File: src/rtl/pe_instr_encoder_pkg.sv
// Shared constants for the PE instruction bus: field widths, op codes and FSM states.
// The decoder side imports the same package so both ends agree on the encoding.
package pe_instr_encoder_pkg;

    localparam int DEF_LOG_B       = 3;
    localparam int DEF_OP_WIDTH    = 3;
    localparam int DEF_FIFO_DEPTH  = 4;
    localparam int DEF_INSTR_WIDTH = 1 + DEF_LOG_B + DEF_OP_WIDTH;

    localparam logic [DEF_OP_WIDTH-1:0] OP_READ0   = 3'd0;
    localparam logic [DEF_OP_WIDTH-1:0] OP_READ1   = 3'd1;
    localparam logic [DEF_OP_WIDTH-1:0] OP_COMPUTE = 3'd2;
    localparam logic [DEF_OP_WIDTH-1:0] OP_FORWARD = 3'd3;
    localparam logic [DEF_OP_WIDTH-1:0] OP_IDLE    = 3'd7;

    typedef enum logic {
        S_IDLE  = 1'b0,
        S_ISSUE = 1'b1
    } state_e;

endpackage

File: src/rtl/pe_instr_encoder_req_fifo.sv
// Synchronous request FIFO (power-of-two depth) holding burst requests
// until the issue FSM expands them.
module pe_instr_encoder_req_fifo #(
    parameter int WIDTH = 8,
    parameter int DEPTH = 4
) (
    input  logic             clk,
    input  logic             rst_n,
    input  logic             i_push,
    input  logic [WIDTH-1:0] i_data,
    input  logic             i_pop,
    output logic [WIDTH-1:0] o_data,
    output logic             o_full,
    output logic             o_empty
);

    localparam int AW = $clog2(DEPTH);

    logic [WIDTH-1:0] r_mem [DEPTH];
    logic [AW-1:0]    r_wr_ptr;
    logic [AW-1:0]    r_rd_ptr;
    logic [AW:0]      r_count;
    logic             w_do_push;
    logic             w_do_pop;

    assign o_full    = (r_count == (AW+1)'(DEPTH));
    assign o_empty   = (r_count == '0);
    assign w_do_push = i_push & ~o_full;
    assign w_do_pop  = i_pop & ~o_empty;
    assign o_data    = r_mem[r_rd_ptr];

    always_ff @(posedge clk) begin
        if (w_do_push) begin
            r_mem[r_wr_ptr] <= i_data;
        end
    end

    // Pointers wrap naturally because DEPTH is a power of two.
    always_ff @(posedge clk or negedge rst_n) begin
        if (!rst_n) begin
            r_wr_ptr <= '0;
            r_rd_ptr <= '0;
            r_count  <= '0;
        end else begin
            if (w_do_push) r_wr_ptr <= r_wr_ptr + 1'b1;
            if (w_do_pop)  r_rd_ptr <= r_rd_ptr + 1'b1;
            case ({w_do_push, w_do_pop})
                2'b10:   r_count <= r_count + 1'b1;
                2'b01:   r_count <= r_count - 1'b1;
                default: r_count <= r_count;
            endcase
        end
    end

endmodule

File: src/rtl/pe_instr_encoder.sv
// Issue end of the PE instruction bus: expands queued burst requests into one
// {fwd, id, op} word per non-stalled cycle, with IDLE filler in between.
module pe_instr_encoder
    import pe_instr_encoder_pkg::*;
#(
    parameter int logB       = DEF_LOG_B,
    parameter int OP_WIDTH   = DEF_OP_WIDTH,
    parameter int FIFO_DEPTH = DEF_FIFO_DEPTH
) (
    input  logic                         clk,
    input  logic                         rst_n,
    input  logic                         req_valid,
    output logic                         req_ready,
    input  logic [OP_WIDTH-1:0]          req_op,
    input  logic [logB-1:0]              req_id,
    input  logic [logB:0]                req_count,
    input  logic                         req_fwd,
    input  logic                         stall,
    output logic [1+logB+OP_WIDTH-1:0]   instr_out,
    output logic                         instr_vld,
    output logic                         busy,
    output state_e                       o_dbg_state
);

    localparam int INSTR_WIDTH = 1 + logB + OP_WIDTH;
    localparam int ENTRY_WIDTH = 1 + OP_WIDTH + logB + logB + 1;
    localparam logic [INSTR_WIDTH-1:0] IDLE_WORD = {1'b0, {logB{1'b0}}, OP_WIDTH'(OP_IDLE)};
    localparam logic [logB:0] CNT_ONE = (logB+1)'(1);

    logic [ENTRY_WIDTH-1:0] w_fifo_rdata;
    logic                   w_fifo_full;
    logic                   w_fifo_empty;
    logic                   w_pop;
    logic                   w_head_fwd;
    logic [OP_WIDTH-1:0]    w_head_op;
    logic [logB-1:0]        w_head_id;
    logic [logB:0]          w_head_count;

    state_e                 r_state,   w_state_nxt;
    logic [logB-1:0]        r_cur_id,  w_cur_id_nxt;
    logic [logB:0]          r_remain,  w_remain_nxt;
    logic [OP_WIDTH-1:0]    r_op,      w_op_nxt;
    logic                   r_fwd,     w_fwd_nxt;
    logic [INSTR_WIDTH-1:0] r_instr,   w_instr_nxt;
    logic                   r_vld,     w_vld_nxt;

    // Handshake: a request transfers on a cycle where req_valid & req_ready are
    // both high; req_ready depends only on FIFO occupancy, never on req_valid.
    assign req_ready = ~w_fifo_full;

    pe_instr_encoder_req_fifo #(
        .WIDTH (ENTRY_WIDTH),
        .DEPTH (FIFO_DEPTH)
    ) u_req_fifo (
        .clk     (clk),
        .rst_n   (rst_n),
        .i_push  (req_valid),
        .i_data  ({req_fwd, req_op, req_id, req_count}),
        .i_pop   (w_pop),
        .o_data  (w_fifo_rdata),
        .o_full  (w_fifo_full),
        .o_empty (w_fifo_empty)
    );

    assign {w_head_fwd, w_head_op, w_head_id, w_head_count} = w_fifo_rdata;

    always_comb begin
        w_state_nxt  = r_state;
        w_cur_id_nxt = r_cur_id;
        w_remain_nxt = r_remain;
        w_op_nxt     = r_op;
        w_fwd_nxt    = r_fwd;
        w_instr_nxt  = r_instr;
        w_vld_nxt    = r_vld;
        w_pop        = 1'b0;
        if (!stall) begin
            w_instr_nxt = IDLE_WORD;
            w_vld_nxt   = 1'b0;
            case (r_state)
                S_IDLE: begin
                    if (!w_fifo_empty) begin
                        w_pop = 1'b1;
                        // Zero-count entries are consumed without issuing anything.
                        if (w_head_count != '0) begin
                            w_instr_nxt  = {w_head_fwd, w_head_id, w_head_op};
                            w_vld_nxt    = 1'b1;
                            w_cur_id_nxt = w_head_id + 1'b1;
                            w_remain_nxt = w_head_count - 1'b1;
                            w_op_nxt     = w_head_op;
                            w_fwd_nxt    = w_head_fwd;
                            w_state_nxt  = (w_head_count == CNT_ONE) ? S_IDLE : S_ISSUE;
                        end
                    end
                end
                S_ISSUE: begin
                    w_instr_nxt  = {r_fwd, r_cur_id, r_op};
                    w_vld_nxt    = 1'b1;
                    w_cur_id_nxt = r_cur_id + 1'b1;
                    w_remain_nxt = r_remain - 1'b1;
                    if (r_remain == CNT_ONE) begin
                        w_state_nxt = S_IDLE;
                        // Load the next burst now so its first word follows without a gap.
                        if (!w_fifo_empty) begin
                            w_pop        = 1'b1;
                            w_cur_id_nxt = w_head_id;
                            w_remain_nxt = w_head_count;
                            w_op_nxt     = w_head_op;
                            w_fwd_nxt    = w_head_fwd;
                            if (w_head_count != '0) w_state_nxt = S_ISSUE;
                        end
                    end
                end
                default: w_state_nxt = S_IDLE;
            endcase
        end
    end

    always_ff @(posedge clk or negedge rst_n) begin
        if (!rst_n) begin
            r_state  <= S_IDLE;
            r_cur_id <= '0;
            r_remain <= '0;
            r_op     <= '0;
            r_fwd    <= 1'b0;
            r_instr  <= IDLE_WORD;
            r_vld    <= 1'b0;
        end else begin
            r_state  <= w_state_nxt;
            r_cur_id <= w_cur_id_nxt;
            r_remain <= w_remain_nxt;
            r_op     <= w_op_nxt;
            r_fwd    <= w_fwd_nxt;
            r_instr  <= w_instr_nxt;
            r_vld    <= w_vld_nxt;
        end
    end

    assign instr_out   = r_instr;
    assign instr_vld   = r_vld;
    assign busy        = ~w_fifo_empty | (r_state == S_ISSUE);
    assign o_dbg_state = r_state;

endmodule

File: config.mk
export PLATFORM = sky130hd
export DESIGN_NAME = pe_instr_encoder
export DESIGN_NICKNAME = d
export VERILOG_FILES = /design/src/rtl/pe_instr_encoder_pkg.sv /design/src/rtl/pe_instr_encoder_req_fifo.sv /design/src/rtl/pe_instr_encoder.sv
export SDC_FILE = /design/constraint.sdc
export NUM_CORES = 1
export LEC_CHECK = 0
export ABC_AREA = 0
export CORE_ASPECT_RATIO = 1.1
export CORE_UTILIZATION = 45
export DETAILED_ROUTE_END_ITERATION = 8
export MAX_ROUTING_LAYER = met4
export PLACE_DENSITY = 0.76
export SLEW_MARGIN = 20
export SYNTH_ARGS = -nofsm -noshare
export SYNTH_HDL_FRONTEND = slang
export SYNTH_SLANG_ARGS = --single-unit
File: constraint.sdc
create_clock -name clk -period 6.25 [get_ports clk]
set_input_delay 1.25 -clock clk [delete_from_list [all_inputs] [get_ports clk]]
set_output_delay 1.25 -clock clk [all_outputs]
set_load 0.005 [all_outputs]
==> impl_metrics.csv, run 1 <==
group,metric,value,unit
critical_path,required,5.00,ns
final_layout,drive_gt1_share,15.7,%
floorplanning,die_h,91.5,um
clock_network,cts_tree,"yes",
timing,fmax,0.285,GHz
floorplanning,io_pins,26,
pwr,ir_worst_vdd,232,uV
final_layout,utilization,53.4,%
logic_synthesis,synthesis.nets,256,
route,wl_per_cell,16.3,um
route,detail-route-antenna-nets,0,
logic_synthesis,synthTopCellsByCount,"44 x edfxtp_1, 24 x dfrtp_1, 12 x inv_1, 12 x nand2_1, 12 x o21ai_0",
route,drc_errors,0,
pwr,p_per_area,472,nW/um^2
status,status,"finished clean",
pwr,p_leak,1.39,nW
critical_path,crit_fanout,21,
clock_network,ctsResizeCount,0,
timing,slew_viol_final,0,
timing,skew,0.00922,ns
critical_path,cp_top_family,"buffers and inverters",
logic_synthesis,ys_ff_latch,71,
timing,fin_crit,3.51,ns
critical_path,setup.worst_path.end_class,"output pin",
critical_path,cp_slowest_cell,"dfrtp_1",
logic_synthesis,syn_area,3280,um^2
logic_synthesis,yosysWarnings,0,
min_path,hold_depth,2,
logic_synthesis,synth_cells,229,
floorplanning,die_w,83.3,um
logic_synthesis,synth_enable_flop_cells,44,
floorplanning,initial_core_util,46.5,%
final_layout,regArea,2000,um^2
floorplanning,rows,32,
clock_network,cts_setup_buffers,0,
clock_network,clk_pin_slew,0.08,ns
global_route,antenna_found_initial,0,
route,drt-total-wl,5640,um
timing,final_hold_viol_count,0,
global_route,grt_pass1_wl,9690,um
floorplanning,die_area,7620,um^2
critical_path,path_cells,"inv_1 > nand2_1 > clkdlybuf4s50_1",
critical_path,cp.depth,3,
final_layout,syn_to_final_growth,14.9,%
logic_synthesis,seq_area_frac_synth,61.1,%
timing,worstMarginPinSlew,0.820,ns
logic_synthesis,synth_area_leaders,"edfxtp_1 40%, dfrtp_1 18%, mux4_2 6.9%, ha_1 4.2%, dfstp_2 2.4%",
critical_path,rr_worst_depth,7,
clock_network,clock_path_buffers,2,
logic_synthesis,syn_area_per_cell,14.3,um^2
clock_network,ctsHoldBuffers,0,
global_route,gr-usage-all-layers,17.4,%
clock_network,htreeDepth,3,
placed_design,hpwl,3900,um
job,maxCapViolCount,0,
final_layout,n_fill_cell,598,
critical_path,crit_type,"reg -> out",
global_route,grt_overflow,0,
clock_network,cts_buffers,9,
global_route,first_global_vias,1978,
placed_design,portBuffers,25,
floorplanning,core,7050,um^2
logic_synthesis,synth.most_common_cell,"edfxtp_1",
min_path,min_path_type,"reg -> reg",
clock_network,cts.sinks,71,
critical_path,cpPeakStageDelay,0.80,ns
logic_synthesis,ys_types,48,
placed_design,gp_congestion,0.833,
route,vias_per_cell,5.51,
route,routed-via-count,1905,
final_layout,nets,283,
timing,relSlewSlack,44.9,%
logic_synthesis,synth_async_sr_flop_share,38.0,%
final_layout,num_antenna_cells,0,
route,dr.pass1.iters,4,
critical_path,cp.arrival,2.26,ns
final_layout,multi_input_area,1170,um^2
logic_synthesis,synth_top_area_share,40.3,%
timing,setup_viol,0,
clock_network,root_buffer,"clkbuf_8",
route,drt_iter0_drc,182,
timing,setup_tns,0,ns
clock_network,worstSkewPairLatency,0.35,ns
timing,rsz0062_at_grt,"false",
logic_synthesis,yosysTopAreaCell,"edfxtp_1",
critical_path,cp_num_buf_inv,2,
global_route,grt_max_degree,28,
critical_path,cp-start-kind,"flop",
logic_synthesis,synth-main-ff-cell,"edfxtp_1",
timing,fin_crit_sh,56.2,%
## tightest hold or removal path, delay by kind of cell (launching register included)
kind	cells	cell delay [ns]
simple gates	2	0.11
flops	1	0.35
## cells by family (layout without fill, tap and decap cells)
logic type | Yosys count | after routing | share of synthesized area, %
flip-flops | 71 | 71 | 61.1
AND/OR/NAND/NOR | 50 | 50 | 8.44
AO/OA/AOI/OAI | 46 | 46 | 9.55
buffers and inverters | 22 | 54 | 3.28
multiplexers | 18 | 18 | 10.2
adder cells (fa/ha/maj) | 12 | 12 | 4.81
XOR/XNOR | 10 | 10 | 2.67
## placed cells by master (no fill, tap or decap), types with 2 or more instances in the layout
cell type	count
nand3_1	5
xor2_1	4
and2_1	4
o31a_1	2
clkinvlp_4	2
o31ai_1	5
dfrtp_1	24
nand2_1	12
a211oi_1	2
inv_1	12
xnor2_1	6
clkbuf_8	9
a21oi_1	8
dfstp_2	3
a211oi_2	2
ha_1	11
o21ai_0	12
nor3_1	2
or3_1	2
a21o_1	2
edfxtp_1	44
inv_6	3
and3_1	5
nor2_1	10
a31oi_1	4
nor2b_1	2
o2bb2ai_1	3
mux4_2	10
mux2_2	5
clkdlybuf4s50_1	25
## stage by stage
step | hold WS (ns) | std cells | power, mW | instance area [um^2] | setup slack [ns]
after floorplan | 0.471 | 229 | 1.26 | 3280 | 3.56
after global placement | 0.464 | 330 | 1.43 | 3580 | 2.50
after detailed placement | 0.468 | 330 | 1.45 | 3580 | 2.44
after CTS | 0.490 | 346 | 1.80 | 3760 | 2.71
after global routing | 0.521 | 346 | 1.91 | 3760 | 2.59
final | 0.486 | 346 | 1.78 | 3760 | 2.74
## power by group
part / leakage (nW) / switching, mW / internal [mW]
clock network: 0.0888 / 0.192 / 0.151
logic: 0.583 / 0.322 / 0.331
registers: 0.717 / 0.123 / 0.657
total: 1.39 / 0.637 / 1.14
## flip-flops by register name (all words and copies together) (netlist names)
signal,flops
u_req_fifo.r_wr_ptr,2
r_fwd,1
u_req_fifo.r_rd_ptr,2
instr_out,7
r_remain,4
instr_vld,1
u_req_fifo.r_mem,44
r_op,3
o_dbg_state,1
r_cur_id,3
u_req_fifo.r_count,3
## layout make-up
type | instances | share of cell area (%)
Sequential cell | 71 | 53.2
Inverter | 12 | 1.20
Clock inverter | 7 | 1.63
Timing Repair Buffer | 26 | 6.85
Tap cell | 85 | 2.83
Multi-Input combinational cell | 136 | 31.0
Clock buffer | 9 | 3.29
## worst paths after layout
path,from,to,slack [ns]
worst max-delay path,o_dbg_state$_DFFE_PN0N_,busy,2.74
worst min-delay path,instr_vld$_DFFE_PN0N_,instr_vld$_DFFE_PN0N_,0.49
worst max register to register,u_req_fifo.r_rd_ptr[0]$_DFFE_PN0P_,r_cur_id[1]$_DFFE_PN0P_,3.16
worst min register to register,instr_vld$_DFFE_PN0N_,instr_vld$_DFFE_PN0N_,0.49
max in group asynchronous,rst_n,instr_out[0]$_DFFE_PN1N_,4.68
min in group asynchronous,rst_n,instr_out[5]$_DFFE_PN0N_,1.27
## routing by layer
metal,GRT usage [%],wire length (um),up-vias
li1,-,-,919
met3,3.00,134,13
met2,26.8,2860,30
met4,9.91,143,0
met1,21.8,2510,943
met5,-,0,-
(Power assumes the default switching activity.)
==> inputs of run 2 (changes only) <==
==> constraint.sdc (replaced) <==
create_clock -name clk -period 3.4 [get_ports clk]
set_input_delay 0.68 -clock clk [delete_from_list [all_inputs] [get_ports clk]]
set_output_delay 0.68 -clock clk [all_outputs]
set_load 0.005 [all_outputs]
==> run 2 against run 1 <==
Effect of this change: core utilization rose by 1.2 points; die area did not move; design area rose by 2.3%; setup slack got worse by 2.1 ns; via count rose by 2.9%; clock power rose by 130%; first-iteration DRC count rose by 3.3%; largest power group unchanged; sequential power rose by 77%; non-clock buffer count rose by 6; global-route usage rose by 0.42 points; sequential cell count did not move.
==> impl_metrics.csv, run 2 (same netlist as run 1, synthesis figures left out) <==
group,metric,value,unit
status,status,"finished clean",
global_route,grt_pass1_wl,9970,um
route,drt_iter0_drc,188,
floorplanning,rows,32,
floorplanning,initial_core_util,46.5,%
global_route,first_global_vias,1957,
floorplanning,core,7050,um^2
final_layout,top_register,"u_req_fifo.r_mem",
global_route,grt_overflow,0,
critical_path,cp-start-kind,"flop",
timing,relSlewSlack,47.7,%
timing,timing.hold.ws,0.496,ns
timing,final_hold_viol_count,0,
final_layout,utilization,54.6,%
final_layout,num_antenna_cells,0,
route,dr.pass1.iters,4,
floorplanning,io_pins,26,
timing,worstMarginPinSlew,0.778,ns
clock_network,root_buffer,"clkbuf_8",
final_layout,final_area,3850,um^2
timing,setup_tns,0,ns
route,wl_per_cell,16.9,um
timing,fin_crit,2.80,ns
clock_network,cts_buffers,9,
final_layout,nets,289,
pwr,p_leak,1.45,nW
clock_network,clock_path_buffers,2,
route,detail-route-antenna-nets,0,
clock_network,cts_tree,"yes",
pwr,power,3.47,mW
job,maxCapViolCount,0,
critical_path,path_cells,"inv_1 > ha_1 > or3b_1 > a211oi_2 > ha_1 > inv_1 > fa_1 > xor2_1 > nor2_1 > xor2_1",
route,drc_errors,0,
timing,slew_viol_final,0,
critical_path,cp.arrival,3.08,ns
floorplanning,die_w,83.3,um
critical_path,cpPeakStageDelay,0.46,ns
global_route,gr-usage-all-layers,17.8,%
clock_network,htreeDepth,3,
min_path,min_path_type,"reg -> reg",
final_layout,layout_common_cells,"44 x edfxtp_1, 25 x clkdlybuf4s50_1, 24 x dfrtp_1",
pwr,ir_worst_vdd,358,uV
final_layout,mostFrequentLayoutCell,"edfxtp_1",
route,vias_per_cell,5.57,
timing,skew,0.00782,ns
critical_path,rr_worst_depth,10,
clock_network,worstSkewPairLatency,0.35,ns
timing,fmax,0.357,GHz
final_layout,drive_gt1_share,17.6,%
clock_network,cts_setup_buffers,0,
global_route,grt_max_degree,28,
floorplanning,die_area,7620,um^2
min_path,hold_depth,2,
placed_design,gp_congestion,0.810,
route,routed-via-count,1960,
final_layout,largest_reg_flops,44,
clock_network,clk_pin_slew,0.08,ns
timing,setup_viol,0,
route,drt-total-wl,5940,um
critical_path,crit_type,"reg -> reg",
global_route,antenna_found_initial,0,
timing,fin_crit_sh,82.4,%
clock_network,cts.sinks,71,
final_layout,n_fill_cell,599,
pwr,p_per_area,902,nW/um^2
placed_design,hpwl,4030,um
clock_network,ctsResizeCount,0,
placed_design,portBuffers,25,
clock_network,ctsHoldBuffers,0,
critical_path,required,3.67,ns
critical_path,setup.worst_path.end_class,"flop",
floorplanning,die_h,91.5,um
placed_design,place_area,3620,um^2
critical_path,crit_fanout,6,
critical_path,cp_slowest_cell,"or3b_1",
timing,rsz0062_at_grt,"false",
final_layout,syn_to_final_growth,17.5,%
## run 2: cell types whose count changed in the layout (fill, tap and decap cells not counted)
cell	delta
buf_4	+6
bufinv_16	+2
clkinvlp_4	-2
clkinv_2	+1
clkinv_4	-1
## run 2: area by class of cell
cell class                      count  area, um^2  share of cell area [%]
Sequential cell                    71        2000                    52.0
Tap cell                           85         106                    2.76
Timing Repair Buffer               32         303                    7.87
Inverter                           12        45.0                    1.17
Clock buffer                        9         124                    3.22
Clock inverter                      7         103                    2.67
Multi-Input combinational cell    136        1170                    30.3
## run 2: layer usage
layer	global-route usage [%]	vias up	routed length, um
met2	27.6	54	2960
met4	6.61	0	92
met5	-	-	0
met1	22.7	969	2670
li1	-	931	-
met3	4.64	6	224
## run 2: final timing paths
| path | start | end | slack [ns] |
|---|---|---|---|
| min reg2reg | instr_out[4]$_DFFE_PN0N_ | instr_out[4]$_DFFE_PN0N_ | 0.50 |
| max | r_remain[1]$_DFFE_PN0P_ | u_req_fifo.r_count[2]$_DFFE_PN0P_ | 0.60 |
| max reg2reg | r_remain[1]$_DFFE_PN0P_ | u_req_fifo.r_count[2]$_DFFE_PN0P_ | 0.60 |
| min in group asynchronous | rst_n | r_op[0]$_DFFE_PN0P_ | 0.71 |
| min | instr_out[4]$_DFFE_PN0N_ | instr_out[4]$_DFFE_PN0N_ | 0.50 |
| max in group asynchronous | rst_n | instr_out[1]$_DFFE_PN1N_ | 2.39 |
## run 2: critical path, delay by kind of cell, from the launching register on
kind	cells	cell delay [ns]
buf+inv	2	0.16
xor+xnor	2	0.30
flops	1	0.41
fa+ha+maj	3	0.82
compound gates	1	0.46
simple gates	2	0.58
## run 2: power by group
part,internal [mW],switching [mW]
Clock,0.425,0.349
Combinational,0.642,0.677
Sequential,1.21,0.171
Total,2.28,1.20
## run 2: through the flow
| step | std cells | worst slack (ns) |
|---|---|---|
| 6_report | 352 | 0.598 |
| 5_1_grt | 352 | 0.431 |
| 4_1_cts | 352 | 0.619 |
| 3_5_place_dp | 336 | 0.635 |
| 3_3_place_gp | 336 | 0.669 |
| 2_1_floorplan | 229 | 0.865 |
==> inputs of run 3 (changes only) <==
--- a/config.mk
+++ b/config.mk
@@ -10,7 +10,7 @@
 export CORE_UTILIZATION = 45
 export DETAILED_ROUTE_END_ITERATION = 8
 export MAX_ROUTING_LAYER = met4
-export PLACE_DENSITY = 0.76
+export PLACE_DENSITY = 0.79
 export SLEW_MARGIN = 20
 export SYNTH_ARGS = -nofsm -noshare
 export SYNTH_HDL_FRONTEND = slang
==> constraint.sdc (replaced) <==
create_clock -name clk -period 2.4 [get_ports clk]
set_input_delay 0.48 -clock clk [delete_from_list [all_inputs] [get_ports clk]]
set_output_delay 0.48 -clock clk [all_outputs]
set_load 0.005 [all_outputs]
==> run 3 against run 2 <==
Effect of this change: core utilization increased by 1.8 points; routed wire length rose by 3.9%; die area did not move.
==> impl_metrics.csv, run 3 (same netlist as run 1, synthesis figures left out) <==
group,metric,value,unit
floorplanning,initial_core_util,46.5,%
clock_network,worstSkewPairLatency,0.35,ns
final_layout,syn_to_final_growth,21.4,%
timing,setup_tns,0,ns
placed_design,gp_congestion,0.786,
floorplanning,io_pins,26,
final_layout,fin_cells,369,
final_layout,n_fill_cell,566,
global_route,antenna_found_initial,0,
clock_network,htreeDepth,3,
critical_path,crit_fanout,2,
critical_path,cp.arrival,2.61,ns
floorplanning,die_w,83.3,um
pwr,power,4.90,mW
final_layout,num_antenna_cells,0,
clock_network,clock_path_buffers,2,
critical_path,cpPeakStageDelay,0.39,ns
status,status,"finished clean",
timing,worstMarginPinSlew,0.479,ns
timing,relSlewSlack,67.3,%
placed_design,hpwl,4220,um
clock_network,cts.sinks,71,
timing,setup_viol,0,
pwr,p_leak,1.51,nW
placed_design,portBuffers,25,
route,drt_iter0_drc,159,
critical_path,required,2.68,ns
global_route,grt_max_degree,28,
timing,fin_crit,2.33,ns
critical_path,crit_type,"reg -> reg",
floorplanning,rows,32,
pwr,ir_worst_vdd,558,uV
final_layout,largest_reg_flops,44,
global_route,grt_pass1_wl,10500,um
floorplanning,die_h,91.5,um
final_layout,top_register,"u_req_fifo.r_mem",
critical_path,path_cells,"inv_2 > ha_4 > or3b_4 > a211oi_4 > ha_2 > inv_2 > fa_2 > xor2_1 > nor2_1 > xor2_1",
final_layout,mostFrequentLayoutCell,"edfxtp_1",
timing,skew,0.00844,ns
timing,fmax,0.429,GHz
timing,rsz0062_at_grt,"true",
clock_network,cts_buffers,9,
floorplanning,core,7050,um^2
critical_path,cp_top_family,"adder cells",
clock_network,root_buffer,"clkbuf_8",
clock_network,clk_pin_slew,0.09,ns
timing,fin_crit_sh,97.1,%
global_route,gr-usage-all-layers,18.8,%
min_path,min_path_type,"in -> async",
timing,timing.hold.ws,0.488,ns
route,routed-via-count,2028,
timing,final_hold_viol_count,0,
global_route,first_global_vias,2147,
route,dr.pass1.iters,4,
critical_path,cp_slowest_cell,"dfrtp_1",
global_route,grt_overflow,0,
timing,slew_viol_final,0,
final_layout,final_area,3980,um^2
critical_path,setup.worst_path.end_class,"flop",
critical_path,cp_num_buf_inv,2,
placed_design,dp.cells,348,
final_layout,nets,306,
placed_design,place_area,3730,um^2
route,wl_per_cell,16.7,um
pwr,p_per_area,1230,nW/um^2
clock_network,cts_tree,"yes",
route,vias_per_cell,5.50,
critical_path,cp-start-kind,"flop",
final_layout,drive_gt1_share,25.4,%
route,drt-total-wl,6180,um
final_layout,layout_common_cells,"44 x edfxtp_1, 25 x clkdlybuf4s50_1, 24 x buf_4",
job,maxCapViolCount,0,
route,drc_errors,0,
floorplanning,die_area,7620,um^2
route,detail-route-antenna-nets,0,
==> run 3: changes by cell type in the layout (fill, tap and decap cells not counted), sizes merged <==
cell,delta
buf,+17
bufinv,-2
clkinv,+2
clkinvlp,+1
inv,-1
==> run 3: timing repair <==
action / CTS / global route
pin swaps: 0 / 5
buffers inserted: 0 / 5
cloned: 0 / 0
endpoints found under the setup margin: 1 / 13
hold buffers: 0 / 0
resized for setup: 1 / 6
==> run 3: path summary, 6_finish.rpt <==
check | to | depth (start not counted) | slack (ns) | start
setup / recovery | u_req_fifo.r_count[2]$_DFFE_PN0P_ | 10 | 0.07 | r_remain[1]$_DFFE_PN0P_
hold / removal | u_req_fifo.r_wr_ptr[1]$_DFFE_PN0P_ | 2 | 0.49 | rst_n
setup reg to reg | u_req_fifo.r_count[2]$_DFFE_PN0P_ | 10 | 0.07 | r_remain[1]$_DFFE_PN0P_
hold reg to reg | instr_out[6]$_DFFE_PN0N_ | 2 | 0.49 | instr_out[6]$_DFFE_PN0N_
max in group asynchronous | instr_out[1]$_DFFE_PN1N_ | 2 | 1.59 | rst_n
min in group clk | instr_out[6]$_DFFE_PN0N_ | 2 | 0.49 | instr_out[6]$_DFFE_PN0N_
==> run 3: per-layer routing <==
metal | global-route usage (%) | up-vias | share of wire, %
met4 | 9.48 | 0 | 2.2
met3 | 4.00 | 13 | 3.8
met5 | - | - | 0
met2 | 29.9 | 48 | 50
li1 | - | 965 | -
met1 | 22.7 | 1002 | 44
==> run 3: layout make-up <==
cell class | instances | area [um^2] | share of cell area [%]
clock buffer | 9 | 124 | 3.12
clock inverter | 7 | 62.6 | 1.57
multi-input combinational | 136 | 1200 | 30.3
sequential | 71 | 2000 | 50.4
inverter | 12 | 45.0 | 1.13
tap | 85 | 106 | 2.68
timing repair buffer | 49 | 430 | 10.8
==> run 3: metrics by stage <==
step | utilization [%] | setup WS (ns)
6_report | 56.4 | 0.0685
5_1_grt | 56.4 | -0.0421
4_1_cts | 55.6 | 0.00352
3_5_place_dp | 52.9 | 0.0242
3_3_place_gp | 52.9 | 0.0807
2_1_floorplan | - | -0.0132
==> run 3: report_power, final <==
part / internal (mW) / switching (mW)
clock: 0.394 / 0.506
sequential: 1.71 / 0.231
combinational: 1.05 / 1.01
